## src/rtl/br_pkg.sv

```systemverilog
// rtl/br_pkg.sv - shared encodings and defaults for the branch resolution stage
package br_pkg;

    // Branch condition encodings carried on br_op
    localparam logic [1:0] BR_BEQ = 2'd0;
    localparam logic [1:0] BR_BNE = 2'd1;
    localparam logic [1:0] BR_BGT = 2'd2;
    localparam logic [1:0] BR_BLT = 2'd3;

    // Resolution FSM states
    typedef enum logic [1:0] {
        ST_IDLE    = 2'd0,
        ST_RESOLVE = 2'd1,
        ST_FLUSH   = 2'd2
    } br_state_t;

    // Default flush length after a taken redirect (legal 1..7)
    localparam int FLUSH_CYC_DEFAULT = 2;

    // Flush counter width, wide enough for FLUSH_CYC-1 up to 6
    localparam int CNT_W = 3;

endpackage

```

## src/rtl/br_cond_eval.sv

```systemverilog
// rtl/br_cond_eval.sv - combinational branch condition evaluation from comparator flags
//
// Ports:
//   op     in  2 : branch condition (BR_BEQ/BR_BNE/BR_BGT/BR_BLT)
//   gtr    in  1 : comparator in1 > in2
//   lte    in  1 : comparator in1 < in2 (strict)
//   eq     in  1 : comparator in1 == in2
//   taken  out 1 : branch condition holds
module br_cond_eval
    import br_pkg::*;
(
    input  logic [1:0] op,
    input  logic       gtr,
    input  logic       lte,
    input  logic       eq,
    output logic       taken
);

    // Each op looks only at its own flag; illegal multi-flag inputs are not screened.
    always_comb begin
        taken = 1'b0;
        case (op)
            BR_BEQ:  taken = eq;
            BR_BNE:  taken = !eq;
            BR_BGT:  taken = gtr;
            BR_BLT:  taken = lte;
            default: taken = 1'b0;
        endcase
    end

endmodule

```

## src/rtl/branch_resolve.sv

```systemverilog
// rtl/branch_resolve.sv - conditional branch resolution, PC redirect and flush sequencing
//
// Optional build macro: BR_STATS_EN adds saturating taken/not-taken counters.
//
// Parameters:
//   FLUSH_CYC : cycles flush stays high after a taken redirect (1..7)
//   AW        : PC/target width
// Ports:
//   clk, rst_n            : clock, synchronous active-low reset
//   br_valid / br_ready   : branch request handshake (ready == FSM idle)
//   br_op, br_target      : branch condition and taken target
//   brGtr, brLte, brEq    : comparator flags, valid the cycle after acceptance
//   stall                 : holds resolution, flags not sampled while high
//   pc_sel, pc_next       : one-cycle redirect pulse and registered target
//   flush                 : squash younger instructions
//   br_done               : one-cycle retire pulse
//   br_taken              : outcome of last resolved branch
//   stat_taken, stat_ntaken, stat_clr : outcome counters and clear (BR_STATS_EN only)
module branch_resolve
    import br_pkg::*;
#(
    parameter int FLUSH_CYC = FLUSH_CYC_DEFAULT,
    parameter int AW        = 16
) (
    input  logic          clk,
    input  logic          rst_n,
    input  logic          br_valid,
    output logic          br_ready,
    input  logic [1:0]    br_op,
    input  logic [AW-1:0] br_target,
    input  logic          brGtr,
    input  logic          brLte,
    input  logic          brEq,
    input  logic          stall,
`ifdef BR_STATS_EN
    input  logic          stat_clr,
    output logic [15:0]   stat_taken,
    output logic [15:0]   stat_ntaken,
`endif
    output logic          pc_sel,
    output logic [AW-1:0] pc_next,
    output logic          flush,
    output logic          br_done,
    output logic          br_taken
);

    br_state_t      state;
    logic [1:0]     op_q;
    logic [AW-1:0]  target_q;
    logic [CNT_W-1:0] cnt;
    logic           cond_taken;
    logic           resolve_fire;

    br_cond_eval u_cond (
        .op    (op_q),
        .gtr   (brGtr),
        .lte   (brLte),
        .eq    (brEq),
        .taken (cond_taken)
    );

    assign br_ready     = (state == ST_IDLE);
    assign resolve_fire = (state == ST_RESOLVE) && !stall;

    always_ff @(posedge clk) begin
        if (!rst_n) begin
            state    <= ST_IDLE;
            op_q     <= 2'd0;
            target_q <= '0;
            cnt      <= '0;
            pc_sel   <= 1'b0;
            pc_next  <= '0;
            flush    <= 1'b0;
            br_done  <= 1'b0;
            br_taken <= 1'b0;
        end else begin
            pc_sel  <= 1'b0;
            br_done <= 1'b0;
            case (state)
                ST_IDLE: begin
                    if (br_valid) begin
                        op_q     <= br_op;
                        target_q <= br_target;
                        state    <= ST_RESOLVE;
                    end
                end
                ST_RESOLVE: begin
                    if (!stall) begin
                        br_taken <= cond_taken;
                        if (cond_taken) begin
                            pc_sel  <= 1'b1;
                            pc_next <= target_q;
                            flush   <= 1'b1;
                            cnt     <= CNT_W'(FLUSH_CYC - 1);
                            // With a one-cycle flush the first flush cycle is also the last.
                            br_done <= (FLUSH_CYC == 1);
                            state   <= ST_FLUSH;
                        end else begin
                            br_done <= 1'b1;
                            state   <= ST_IDLE;
                        end
                    end
                end
                ST_FLUSH: begin
                    if (cnt == '0) begin
                        flush <= 1'b0;
                        state <= ST_IDLE;
                    end else begin
                        cnt <= cnt - 1'b1;
                        // br_done lands in the cycle where the counter reads 0.
                        br_done <= (cnt == CNT_W'(1));
                    end
                end
                default: state <= ST_IDLE;
            endcase
        end
    end

`ifdef BR_STATS_EN
    // Clear beats a coincident increment; both counters stick at all-ones.
    always_ff @(posedge clk) begin
        if (!rst_n || stat_clr) begin
            stat_taken  <= 16'h0000;
            stat_ntaken <= 16'h0000;
        end else if (resolve_fire) begin
            if (cond_taken) begin
                if (stat_taken != 16'hFFFF) stat_taken <= stat_taken + 16'h0001;
            end else begin
                if (stat_ntaken != 16'hFFFF) stat_ntaken <= stat_ntaken + 16'h0001;
            end
        end
    end
`endif

endmodule
```

## config.mk

```make
export PLATFORM = sky130hd
export DESIGN_NAME = branch_resolve
export DESIGN_NICKNAME = d
export VERILOG_FILES = /design/src/rtl/br_pkg.sv /design/src/rtl/br_cond_eval.sv /design/src/rtl/branch_resolve.sv
export SDC_FILE = /design/constraint.sdc
export NUM_CORES = 1
export LEC_CHECK = 0
export ABC_AREA = 1
export BUFFER_PORTS_ARGS = -buffer_cell sky130_fd_sc_hd__buf_2
export CAP_MARGIN = 25
export CORE_ASPECT_RATIO = 0.9
export CORE_UTILIZATION = 52
export DETAILED_ROUTE_END_ITERATION = 7
export GPL_TIMING_DRIVEN = 1
export PLACE_DENSITY = 0.78
export SYNTH_ARGS = -nofsm -noshare
export SYNTH_HDL_FRONTEND = slang
export SYNTH_SLANG_ARGS = --single-unit
export TNS_END_PERCENT = 20
```

## constraint.sdc

```tcl
create_clock -name clk -period 1.75 [get_ports clk]
set_input_delay 0.175 -clock clk [delete_from_list [all_inputs] [get_ports clk]]
set_output_delay 0.175 -clock clk [all_outputs]
set_load 0.01 [all_outputs]
```

==> results.txt <==
outcome: finished, final reports clean
P&R area growth vs syn: 20.9%
Remaining DRCs: 0
FILL cells: 302
Lkg Pwr: 0.000988 uW
relative slew slack: 65.6%
number of global-route vias before repair: 1531
minimum clock period after layout: 1.51 ns
post-CTS sizing: 0
worst hold path depth: 3
Worst Path Buf+Inv: 3
Synth warnings: 0
clock root cell: clkbuf_8
chip width: 64.1 um
CTS tree: done
cts hold-fix bufs: 0
worst vdd ir: 0.000575 V
Setup crit end kind: register
DRT Pass-1 Iters: 4
hold wc startpoint: br_target[3]
fin nets: 308
hold endpoint: target_q[3]
Final Cycle Share: 86.4%
maximum clock insertion buffer count: 2
register area share after synthesis: 47.7%
worst path required time: 1.98 ns
initial antenna violation count: 0
vias: 1582
area of the multi-input gates: 817 sq um
commonest non-fill, non-tap cell in the layout: buf_2
pwr/cell area: 1040 mW/mm^2
post-CTS setup buffer count: 0
Unique masters post-synth: 23
CTS sink count: 43
Clk Latency, worst-skew pair: 0.29 ns
fmax: 0.661 GHz
first-pass GRT wire length: 6370 um
Setup TNS: 0 ns
Final WS setup: 0.237 ns
row cnt: 19
main area contributors after synthesis: dfxtp_1 48%, nand2_1 8.5%, nor2_1 7.9%
GP Congestion: 0.864
diode count: 0
Overflow after GRT: 0
Place WS: 0.271 ns
Slowest-stage cell, CP: dfxtp_1
CTS Buf Count: 5
worst r2r src: state[1]
Max Cap Violations: 0
crit path max fanout: 16
I/O Buffers: 45
RR Endpoint: pc_next[7]
Detail Route Antenna Nets: 0
Worst Tran Pin Value: 0.515 ns
I/O pins: 46
Setup crit start kind: register
Placeable Area: 0.00319 sq mm
reg2reg path depth: 8
Die H: 57.9 um
GRT Overall Usage: 22.5%
DR iter-0 viols: 101
largest net degree at the start of global routing: 22
Syn Inst Count: 229
Worst path top cell family by delay: simple AND/OR/NAND/NOR gates
Worst-path clk slew: 0.08 ns
Hold Fails Final Rpt: 0
worst stage delay on the critical path: 0.34 ns
post-synth top area cell: dfxtp_1
final WL: 3630 um
vias per cell: 4.94
Setup-failing EPs final: 0
RSZ-0062 raised after global routing: false
FF/Latch Area: 861 sq um
max-slew violations: 0
synthesized flop and latch total: 43
routed length per instance: 11.4 um
worst min path class: in -> reg
Initial Utilization: 56.6%
hpwl dp: 2520 um
top cell type's share of synthesized area: 47.7%
Worst R2R Setup Slack: 0.24 ns
Clock Skews: 0.00497 ns
post-synth net total: 260
Mapped Area: 0.00180 sq mm
critical-path cell list: inv_1 > ha_1 > inv_1 > nor2_2 > nand3_4 > inv_4 > nand2_1 > a21oi_1
Syn Area/Cell: 7.87 sq um
commonest cells after routing, fill and taps aside: 45 x buf_2, 43 x dfxtp_1, 41 x nand2_1, 38 x nor2_1, 19 x o21ai_0
WS Path Type: reg -> reg
Worst Path Arrival: 1.74 ns
fraction of layout cells with a size suffix above 1: 30.9%
Most common cell on crit path: inv_1
Die ar.: 0.00371 sq mm
H-tree depth: 2
==> Yosys cell counts (all sizes together) <==
library cell	count
clkbuf	7
nand4	3
nand3	10
xnor2	1
ha	6
o21ai	20
dfxtp	43
a211oi	1
buf	2
a21oi	23
o211ai	1
nor2	39
nand2	53
or2	1
inv	19
==> power breakdown <==
part	total, uW	switching [uW]	internal, uW
Clock	768	343	425
Sequential	1110	46.4	1060
Combinational	404	249	155
==> final cells by class <==
type                       instances  share of cell area [%]
clock inverter                     3                    2.01
inverter                          19                    3.39
sequential                        43                    39.5
timing repair buffer              50                    12.1
clock buffer                       5                    3.16
multi-input combinational        158                    37.5
tap                               42                    2.41
==> metal layers <==
metal,track usage [%],vias up,wire length (um)
met5,0,-,0
met4,10.4,0,53
met3,4.92,4,150
met2,40.9,36,1770
met1,25.3,719,1660
li1,-,823,-
==> sequential cells by signal, indices dropped and copies added (netlist names) <==
signal,count
br_done,1
br_taken,1
cnt,3
flush,1
op_q,2
pc_next,16
pc_sel,1
state,2
target_q,16
==> how the worst max path moves through the flow <==
stage,start,end,slack (ns),cells past startpoint
after floorplan,state[0],target_q[10],0.40,7
after global placement,state[1],pc_next[7],0.31,8
after detailed placement,state[1],pc_next[6],0.27,8
after CTS,state[1],pc_next[6],0.24,8
after global routing,state[1],pc_next[10],0.07,8
final,state[1],pc_next[7],0.24,8
==> through the flow <==
stage | cell area, sq um | std cells | utilization, % | total power, uW | hold WS (ns)
final | 2180 | 320 | 68.4 | 2280 | 0.118
after floorplan | 1800 | 229 | - | 1420 | 0.313
after global routing | 2180 | 320 | 68.4 | 2400 | 0.141
after CTS | 2180 | 320 | 68.4 | 2290 | 0.122
after global placement | 2070 | 312 | 64.9 | 1520 | 0.421
after detailed placement | 2070 | 312 | 64.9 | 1530 | 0.428
==> kinds of logic after synthesis <==
logic type | share of synthesized area [%]
xor+xnor | 0.486
flops | 47.7
buf+inv | 6.94
fa+ha+maj | 4.16
compound gates | 14.9
simple gates | 25.8
==> worst reg2reg max path, delay by kind of cell, from the launching register on <==
| family | cells | cell delay [ns] |
|---|---|---|
| compound gates | 1 | 0.12 |
| buf+inv | 3 | 0.38 |
| simple gates | 3 | 0.44 |
| fa+ha+maj | 1 | 0.18 |
| flops | 1 | 0.34 |
(Power assumes the default switching activity.)
